**config.mk**
```make
export PLATFORM = sky130hd
export DESIGN_NAME = fs_accel_mpool_drain_flat
export DESIGN_NICKNAME = d
export VERILOG_FILES = /design/src/rtl/fs_accel_mpool_drain_pkg.sv /design/src/rtl/fs_accel_mpool_drain_if.sv /design/src/rtl/fs_accel_mpool_ofifo.sv /design/src/rtl/fs_accel_mpool_drain.sv /design/src/flat_wrapper.sv
export SDC_FILE = /design/constraint.sdc
export NUM_CORES = 1
export LEC_CHECK = 0
export ABC_AREA = 1
export BUFFER_PORTS_ARGS = -buffer_cell sky130_fd_sc_hd__buf_4
export CORE_UTILIZATION = 57
export DETAILED_ROUTE_END_ITERATION = 8
export PLACE_DENSITY = 0.78
export RECOVER_POWER = 100
export SLEW_MARGIN = 30
export SYNTH_ARGS = -nofsm -noshare
export SYNTH_HDL_FRONTEND = slang
export SYNTH_SLANG_ARGS = --single-unit
```
**constraint.sdc**
```tcl
create_clock -name clk -period 3 [get_ports clk]
set_input_delay 0 -clock clk [delete_from_list [all_inputs] [get_ports clk]]
set_output_delay 0 -clock clk [all_outputs]
set_load 0.01 [all_outputs]
```
**src/rtl/fs_accel_mpool_drain_pkg.sv**
```systemverilog
// Shared types and widths for the max-pool drain path.
// Holds the FSM encoding and the signed max helper.
package fs_accel_mpool_drain_pkg;

    localparam int FS_DATA_W = 8;
    localparam int FS_CNT_W  = 16;

    typedef enum logic [1:0] {
        MPD_IDLE  = 2'd0,
        MPD_ACCUM = 2'd1,
        MPD_DRAIN = 2'd2
    } mpd_state_t;

    typedef logic signed [FS_DATA_W-1:0] act_t;

    // Ties keep b, so the running max holds on equal values
    function automatic act_t smax(act_t a, act_t b);
        return (a > b) ? a : b;
    endfunction

endpackage

```
**src/rtl/fs_accel_mpool_drain_if.sv**
```systemverilog
// Activation-in / pooled-out stream bundle.
// slave is the pooling block, master is the producer/consumer.
interface fs_accel_mpool_drain_if;
    import fs_accel_mpool_drain_pkg::*;

    act_t in_data;
    logic in_valid;
    logic in_ready;
    act_t out_data;
    logic out_valid;
    logic out_ready;

    modport master (
        output in_data,
        output in_valid,
        input  in_ready,
        input  out_data,
        input  out_valid,
        output out_ready
    );

    modport slave (
        input  in_data,
        input  in_valid,
        output in_ready,
        output out_data,
        output out_valid,
        input  out_ready
    );

endinterface

```
**src/rtl/fs_accel_mpool_ofifo.sv**
```systemverilog
// Small synchronous output FIFO for pooled results.
// Push and pop may coincide, even when full.
module fs_accel_mpool_ofifo #(
    parameter int DATA_W = 8,
    parameter int DEPTH  = 2
) (
    input  logic              clk,
    input  logic              resetn,
    input  logic              push,
    input  logic              pop,
    input  logic [DATA_W-1:0] push_data,
    output logic              full,
    output logic              empty,
    output logic [DATA_W-1:0] head
);

    localparam int AW = (DEPTH > 1) ? $clog2(DEPTH) : 1;

    logic [DATA_W-1:0] mem [DEPTH];
    logic [AW-1:0]     wr_ptr;
    logic [AW-1:0]     rd_ptr;
    logic [AW:0]       count;
    logic              do_push;
    logic              do_pop;

    assign full    = (count == (AW+1)'(DEPTH));
    assign empty   = (count == '0);
    assign do_pop  = pop & ~empty;
    assign do_push = push & (~full | do_pop);
    assign head    = mem[rd_ptr];

    always_ff @(posedge clk) begin
        if (!resetn) begin
            wr_ptr <= '0;
            rd_ptr <= '0;
            count  <= '0;
            for (int i = 0; i < DEPTH; i++)
                mem[i] <= '0;
        end else begin
            if (do_push) begin
                mem[wr_ptr] <= push_data;
                wr_ptr      <= wr_ptr + 1'b1;
            end
            if (do_pop)
                rd_ptr <= rd_ptr + 1'b1;
            count <= count + (AW+1)'(do_push)
                           - (AW+1)'(do_pop);
        end
    end

endmodule

```
**src/rtl/fs_accel_mpool_drain.sv**
```systemverilog
// Max-pool drain: running signed max per window,
// one pooled int8 per window through a small FIFO.
module fs_accel_mpool_drain
    import fs_accel_mpool_drain_pkg::*;
#(
    parameter int WIN_LEN   = 4,
    parameter int OFIFO_DEP = 2
) (
    input  logic                clk,
    input  logic                resetn,
    input  logic                enb,
    input  logic                start,
    input  logic [FS_CNT_W-1:0] cfg_num_win,
    fs_accel_mpool_drain_if.slave strm,
    output logic                busy,
    output logic                done
);

    localparam logic [7:0] LAST = 8'(WIN_LEN - 1);

    mpd_state_t          state;
    mpd_state_t          state_nx;
    logic [7:0]          elem_cnt;
    logic [FS_CNT_W-1:0] win_cnt;
    logic [FS_CNT_W-1:0] num_win;
    act_t                max_r;
    act_t                push_val;
    act_t                head;
    logic                fifo_full;
    logic                fifo_empty;
    logic                in_fire;
    logic                push;
    logic                pop;
    logic                last_win;

    assign in_fire  = strm.in_valid & strm.in_ready;
    assign push     = in_fire & (elem_cnt == LAST);
    assign pop      = strm.out_valid & strm.out_ready;
    assign last_win = ({1'b0, win_cnt} + 17'd1)
                   == {1'b0, num_win};
    // First beat of a window seeds the max
    assign push_val = (elem_cnt == 8'd0) ? strm.in_data
                    : smax(strm.in_data, max_r);

    assign strm.out_valid = enb & ~fifo_empty;
    assign strm.out_data  = fifo_empty ? '0 : head;
    assign busy           = (state != MPD_IDLE);

    always_comb begin
        state_nx      = state;
        strm.in_ready = 1'b0;
        done          = 1'b0;
        unique case (state)
            MPD_IDLE: begin
                if (start && enb)
                    state_nx = (cfg_num_win == '0)
                             ? MPD_DRAIN : MPD_ACCUM;
            end
            MPD_ACCUM: begin
                strm.in_ready = enb & ~fifo_full;
                if (push && last_win)
                    state_nx = MPD_DRAIN;
            end
            MPD_DRAIN: begin
                if (enb && fifo_empty) begin
                    done     = 1'b1;
                    state_nx = MPD_IDLE;
                end
            end
            default: state_nx = MPD_IDLE;
        endcase
    end

    always_ff @(posedge clk) begin
        if (!resetn)
            state <= MPD_IDLE;
        else if (enb)
            state <= state_nx;
    end

    always_ff @(posedge clk) begin
        if (!resetn) begin
            elem_cnt <= '0;
            win_cnt  <= '0;
            num_win  <= '0;
            max_r    <= '0;
        end else if (enb) begin
            if (state == MPD_IDLE && start) begin
                num_win  <= cfg_num_win;
                win_cnt  <= '0;
                elem_cnt <= '0;
            end
            if (in_fire) begin
                max_r <= push_val;
                if (elem_cnt == LAST) begin
                    elem_cnt <= '0;
                    win_cnt  <= win_cnt + 16'd1;
                end else begin
                    elem_cnt <= elem_cnt + 8'd1;
                end
            end
        end
    end

    fs_accel_mpool_ofifo #(
        .DATA_W (FS_DATA_W),
        .DEPTH  (OFIFO_DEP)
    ) u_ofifo (
        .clk       (clk),
        .resetn    (resetn),
        .push      (push),
        .pop       (pop),
        .push_data (push_val),
        .full      (fifo_full),
        .empty     (fifo_empty),
        .head      (head)
    );

endmodule
```
**src/flat_wrapper.sv**
```systemverilog
// flat-port wrapper written by rule: the top's interface ports become plain ports
module fs_accel_mpool_drain_flat import fs_accel_mpool_drain_pkg::*;
#(
    parameter int WIN_LEN   = 4,
    parameter int OFIFO_DEP = 2
)
  (clk, resetn, enb, start, cfg_num_win, busy, done, strm_in_data, strm_in_valid, strm_in_ready, strm_out_data, strm_out_valid, strm_out_ready);
  fs_accel_mpool_drain_if strm_i ();
  input  logic clk;
  input  logic resetn;
  input  logic enb;
  input  logic start;
  input  logic [FS_CNT_W-1:0] cfg_num_win;
  output logic busy;
  output logic done;
  input wire logic [$bits(strm_i.in_data)-1:0] strm_in_data;
  input wire logic [$bits(strm_i.in_valid)-1:0] strm_in_valid;
  output wire logic [$bits(strm_i.in_ready)-1:0] strm_in_ready;
  output wire logic [$bits(strm_i.out_data)-1:0] strm_out_data;
  output wire logic [$bits(strm_i.out_valid)-1:0] strm_out_valid;
  input wire logic [$bits(strm_i.out_ready)-1:0] strm_out_ready;
  assign strm_i.in_data = strm_in_data;
  assign strm_i.in_valid = strm_in_valid;
  assign strm_in_ready = strm_i.in_ready;
  assign strm_out_data = strm_i.out_data;
  assign strm_out_valid = strm_i.out_valid;
  assign strm_i.out_ready = strm_out_ready;
  fs_accel_mpool_drain #(.WIN_LEN(WIN_LEN), .OFIFO_DEP(OFIFO_DEP)) u_core (.clk(clk), .resetn(resetn), .enb(enb), .start(start), .cfg_num_win(cfg_num_win), .strm(strm_i), .busy(busy), .done(done));
endmodule
```
* Yosys cells after proc, flatten, opt, wreduce, memory -nomap -nowiden *
Memories as Yosys holds them, arrays and structs flattened. A register that Yosys moved wholly into a read port is not among the register bits.
Index checks and enable logic that the tools add are counted.

storage, ports and cells
  input port bits = 30
  output and inout port bits = 12
  word-level logic and storage cells = 76
  memory bits (writable) = 16
  memories = 1
  bits in registers = 54

cells by class
  add/sub/neg operators = 7
  bitwise logic cells = 10
  mux-type cells = 26
  equality and inequality tests = 8
  reduce and logical (&&, ||, !) cells = 15
  $lt $le $gt $ge = 1

memories
  name                words  width  read ports  clocked after Yosys merged registers in  write ports  RTL line                    RTL
  u_core.u_ofifo.mem  2      8      1           1                                        2            fs_accel_mpool_ofifo.sv:19  logic [DATA_W-1:0] mem [DEPTH];

operators by type and width
  cell                                                             count
  8-bit 2-to-1 mux                                                 7
  16-bit 2-to-1 mux                                                3
  16-bit by 1-bit adder with 17-bit output, second input constant  1
  17-bit by 16-bit == test with 1-bit output                       1
  16-bit by 1-bit adder with 16-bit output, second input constant  1
  16-bit zero test                                                 1
  1-bit 2-to-1 mux                                                 11
  8-bit by 1-bit adder with 8-bit output, second input constant    1
  8-bit by 2-bit == test with 1-bit output, second input constant  1
  8-bit > comparator                                               1
  8-bit zero test                                                  1
  2-bit 2-to-1 mux                                                 4
  8-bit OR reduction                                               1
  1-bit AND                                                        7
  2-bit by 1-bit != test with 1-bit output, second input constant  3
  2-bit one-hot mux with 3 select lines                            1
  2-bit AND reduction                                              3
  2-bit == test, second input constant                             2
  1-bit logical AND                                                4
  2-bit zero test                                                  2
  4-bit AND reduction                                              1
  2-bit nonzero test                                               2
  1-bit adder, second input constant                               2
  2-bit by 1-bit adder with 2-bit output                           1
  other kinds (4)                                                  5

* Depth between registers and ports, before layout *
  word-level depth = 12
  gate-level depth with buffers = 16

* Cells and area by module *
Synthesis repeated with hierarchy kept, for this count alone.

unflattened totals
  cell total of the unflattened synthesis = 584
  area total of the unflattened synthesis = 4174.0 µm²

by module, submodules not included
  module                sequential area each (µm²)  cells an instance  instances  area an instance (µm²)
  fs_accel_mpool_drain  1001.0                      494                1          3180.6
  fs_accel_mpool_ofifo  580.6                       90                 1          993.5

* Least setup slack after synthesis *
No wires, ideal clock.

  path type = register to register
  from = reg u_core.elem_cnt[0]
  to = mem u_core.u_ofifo.mem[0][0] (enable)
  arrival time = 1.735 ns
  path slack = 0.881 ns
  setup time = 0.384 ns
  stages on the path, launching flop included = 8
  buffers on the path = 0
  period minus slack after synthesis = 2.119 ns
  cells stage by stage = dfxtp_1 > ha_1 > inv_1 > nor3_1 > nand2_1 > nor2_8 > inv_1 > o21ai_0

RTL lines
  element                 RTL line                    RTL
  from (decl)             fs_accel_mpool_drain.sv:23  logic [7:0] elem_cnt;
  from (signal assigned)  fs_accel_mpool_drain.sv:99  elem_cnt <= elem_cnt + 8'd1;
  to (decl)               fs_accel_mpool_ofifo.sv:19

* Final worst setup path *
  from = reg u_core.state[0]
  to = reg u_core.u_ofifo.count[1]

between the ends
  longest elaborated chain between the ends = 7

RTL lines
  element                                      RTL line                    RTL
  from (decl)                                  fs_accel_mpool_drain.sv:21  mpd_state_t state;
  from (signal assigned)                       fs_accel_mpool_drain.sv:78  state <= state_nx;
  2-bit by 1-bit == test with 1-bit output     fs_accel_mpool_drain.sv:53  unique case (state)
  1-bit 2-to-1 mux                             fs_accel_mpool_drain.sv:53
  1-bit AND                                    fs_accel_mpool_drain.sv:36  assign in_fire = strm.in_valid & strm.in_ready;
  1-bit AND                                    fs_accel_mpool_drain.sv:37  assign push = in_fire & (elem_cnt == LAST);
  1-bit AND                                    fs_accel_mpool_ofifo.sv:29  assign do_push = push & (~full | do_pop);
  2-bit by 1-bit adder with 2-bit output       fs_accel_mpool_ofifo.sv:46  count <= count + (AW+1)'(do_push)
  2-bit by 1-bit subtractor with 2-bit output  fs_accel_mpool_ofifo.sv:47  - (AW+1)'(do_pop);
  to (signal assigned)                         fs_accel_mpool_ofifo.sv:46
  to (decl)                                    fs_accel_mpool_ofifo.sv:22  logic [AW:0] count;

No other way between the ends.
A chain may end at the register's enable or synchronous reset.

==> flow_summary.toml <==
[worst_setup_path]
cp_slowest_cell = "dfxtp_1"
critPathMostFrequentCell = "inv_1"
timing.setup.critical_path_class = "flop to flop"
cp_max_fo = 19
critical_path_arrival_ps = 2840
max_stage_delay_ps = 340
critical_path.top_delay_family = "simple AND/OR/NAND/NOR gates"
end_kind = "flop"
critPathRequiredTime_ps = 3280
critical_path.cell_chain = "inv_1 -> nor2_4 -> inv_1 -> nor2_1 -> nand2_4 -> nor2_8 -> inv_1 -> ha_1 -> inv_1 -> ha_1 -> xor2_1 -> o21ai_0 -> a21oi_1"
worst_setup_path_start_kind = "flop"
cp_num_buf_inv = 4

[sta]
finalMaxSlewViolations = 0
period_share = 0.854
final_hold_viol_count = 0
max-slew-margin-rel = 0.633
tns_ps = 0
clock.fmax_mhz = 390
clock-skew-final_ps = 8.81
finalSetupViolations = 0
grt_setup_unrepaired = "no"
worst_pin_slew_ps = 550
final.min_clock_period_ps = 2560

[synthesis]
synth_area_per_cell_um2 = 7.09
syn_area_um2 = 4000
proportion_of_register_bits_with_asynchronous_set_or_reset_after_synthesis = 0
yosysUniqueCellTypes = 35
ys_seq_area_frac = 0.396
synthesis.nets = 607
netlist_instances = 564
synthFlopType = "dfxtp_1"
number_of_synthesized_flops_with_an_enable_pin = 16
synth-seq-cells = 71
ys.warnings.count = 0

[drt]
first_iter_violations = 235
detail_route.vias_per_cell = 5.21
firstDrtPassIters = 5
number_of_design_rule_violations_left_after_detail_routing = 0
route.vias.total = 3765
drt-wirelength-per-cell_um = 12.9
detail_route.wirelength_um = 9360
post_route_antenna_net_violation_count = 0

[die]
die_area_um2 = 7350
die_w_um = 85.7
num_rows = 30
io_pins = 42
dieHeight_um = 85.7
initial_utilization = 0.588
fp.coreArea_um2 = 6790

[clock_tree]
clock_sinks = 71
clockBufferDepth = 2
cts_inserted_buffers = 9
clk_latency_ps = 350
post_cts_repair_timing_setup_buffer_count = 0
htree_num_levels = 3
cts.clk_slew.worst_paths_ps = 70
root_buffer = "clkbuf_8"
cts_tree = "built"

[pwr]
cellLeakagePower_nw = 2.05
pwrdens_nw_per_um2 = 467
worst_ir_drop_vdd_mv = 0.296

[grt]
grt_max_degree = 29
grt_overflow = 0
number_of_antenna_violations_at_the_first_check_in_global_routing = 0
track_usage = 0.274
grt_pass1_wl_um = 15800
grt_pass1_vias = 3570

[placement]
port-buffer-count = 41
place_hpwl_um = 6540
gp_congestion = 0.868
postPlaceCellArea_um2 = 4390

[finish]
post-route-util = 0.695
post_route_cells_drive_above_1_share = 0.110
area_growth_syn_to_layout_pct = 18.1
final_cell_area_um2 = 4720
finalNetCount = 665
antennaDiodeCount = 0
fill_cells = 589

[min_path]
timing.hold.worst.class = "input port to flop"

[flow_run]
drv_cap = 0

[outcome]
run_status = "finished clean"
==> cells in the mapped netlist, types with 3 or more instances <==
cell / instances / area, µm²
a21oi_1: 55 / 275
buf_2: 3 / 15.0
clkbuf_1: 9 / 33.8
dfxtp_1: 55 / 1100
edfxtp_1: 16 / 480
ha_1: 13 / 163
inv_1: 67 / 251
inv_2: 7 / 26.3
nand2_1: 152 / 571
nand2_2: 4 / 25.0
nand3_1: 28 / 140
nand3b_1: 3 / 22.5
nand4_1: 10 / 62.6
nor2_1: 67 / 251
nor2_2: 6 / 37.5
nor2_4: 4 / 45.0
nor3_1: 6 / 30.0
nor4_1: 3 / 18.8
o21ai_0: 30 / 150
xnor2_1: 3 / 26.3
xnor3_1: 3 / 67.6
xor2_1: 5 / 43.8
==> cells by family after synthesis <==
family,synth area share
flops,0.396
buf+inv,0.0833
fa+ha+maj,0.0407
simple gates,0.331
compound gates,0.115
xor+xnor,0.0344
==> metal layers <==
layer  part of all wire  wire (µm)  GRT usage  up-vias
met3              0.046        427     0.0577        6
met5                  0          0          0        -
li1                   -          -          -     1933
met4             0.0077         72     0.0682        0
met1               0.48       4490      0.361     1713
met2               0.47       4370      0.462      113
==> layout make-up <==
cell class	count	area, µm²	share of cell area
multi-input combinational	406	2050	0.435
sequential	71	1580	0.335
timing repair buffer	59	438	0.0928
inverter	75	284	0.0602
clock buffer	9	124	0.0262
clock inverter	7	121	0.0257
tap	96	120	0.0254
==> registers in the layout, indices dropped and copies added (netlist names), named ones only <==
signal,count
u_core.elem_cnt,8
u_core.u_ofifo.mem,16
u_core.state,2
u_core.u_ofifo.count,2
u_core.max_r,8
u_core.u_ofifo.wr_ptr,1
u_core.win_cnt,16
u_core.u_ofifo.rd_ptr,1
u_core.num_win,16
==> layout by cell type, fill, tap and decap left out, types with 12 or more instances in the layout <==
| cell | Yosys | final |
|---|---|---|
| edfxtp_1 | 16 | 16 |
| nor2_1 | 67 | 69 |
| clkbuf_1 | 9 | 12 |
| a21oi_1 | 55 | 55 |
| ha_1 | 13 | 13 |
| nand2_1 | 152 | 152 |
| dfxtp_1 | 55 | 55 |
| inv_1 | 67 | 70 |
| dlygate4sd3_1 | 0 | 16 |
| o21ai_0 | 30 | 31 |
| nand3_1 | 28 | 28 |
| buf_4 | 0 | 31 |
==> where the power goes <==
| group | total, W | internal (W) | switching [W] |
|---|---|---|---|
| registers | 0.00103 | 0.00101 | 0.0000188 |
| clock network | 0.000930 | 0.000553 | 0.000377 |
| logic | 0.000247 | 0.000104 | 0.000143 |
==> stage by stage <==
stage | power [W] | std cells | hold WS (ps) | setup WS [ps]
floorplan | 0.00120 | 564 | 116 | 881
finish | 0.00220 | 723 | 27.9 | 438
global placement | 0.00127 | 691 | 268 | 756
detailed placement | 0.00128 | 691 | 262 | 665
CTS | 0.00222 | 723 | 16.9 | 635
global route | 0.00230 | 723 | 23.4 | 243
==> path summary, 6_finish.rpt <==
path	from	end	slack, ps	cells after the start
worst min register to register	u_core.num_win[3]$_SDFFE_PN0P_	u_core.num_win[3]$_SDFFE_PN0P_	470	2
worst min-delay path	resetn	u_core.u_ofifo.count[0]$_SDFF_PN0_	30	3
worst max register to register	u_core.state[0]$_SDFFE_PN0P_	u_core.u_ofifo.count[1]$_SDFF_PN0_	440	13
worst max-delay path	u_core.state[0]$_SDFFE_PN0P_	u_core.u_ofifo.count[1]$_SDFF_PN0_	440	13
==> tightest hold or removal path, cell delays in order <==
cell and delay [ps]:
buf_4 200, nand2_1 90, inv_1 30
==> timing repair <==
item                                   CTS  global route
resized for setup                        0             0
endpoints found under the hold margin   16             0
hold buffers                            16             0
Power figures use the tool's default switching activity.
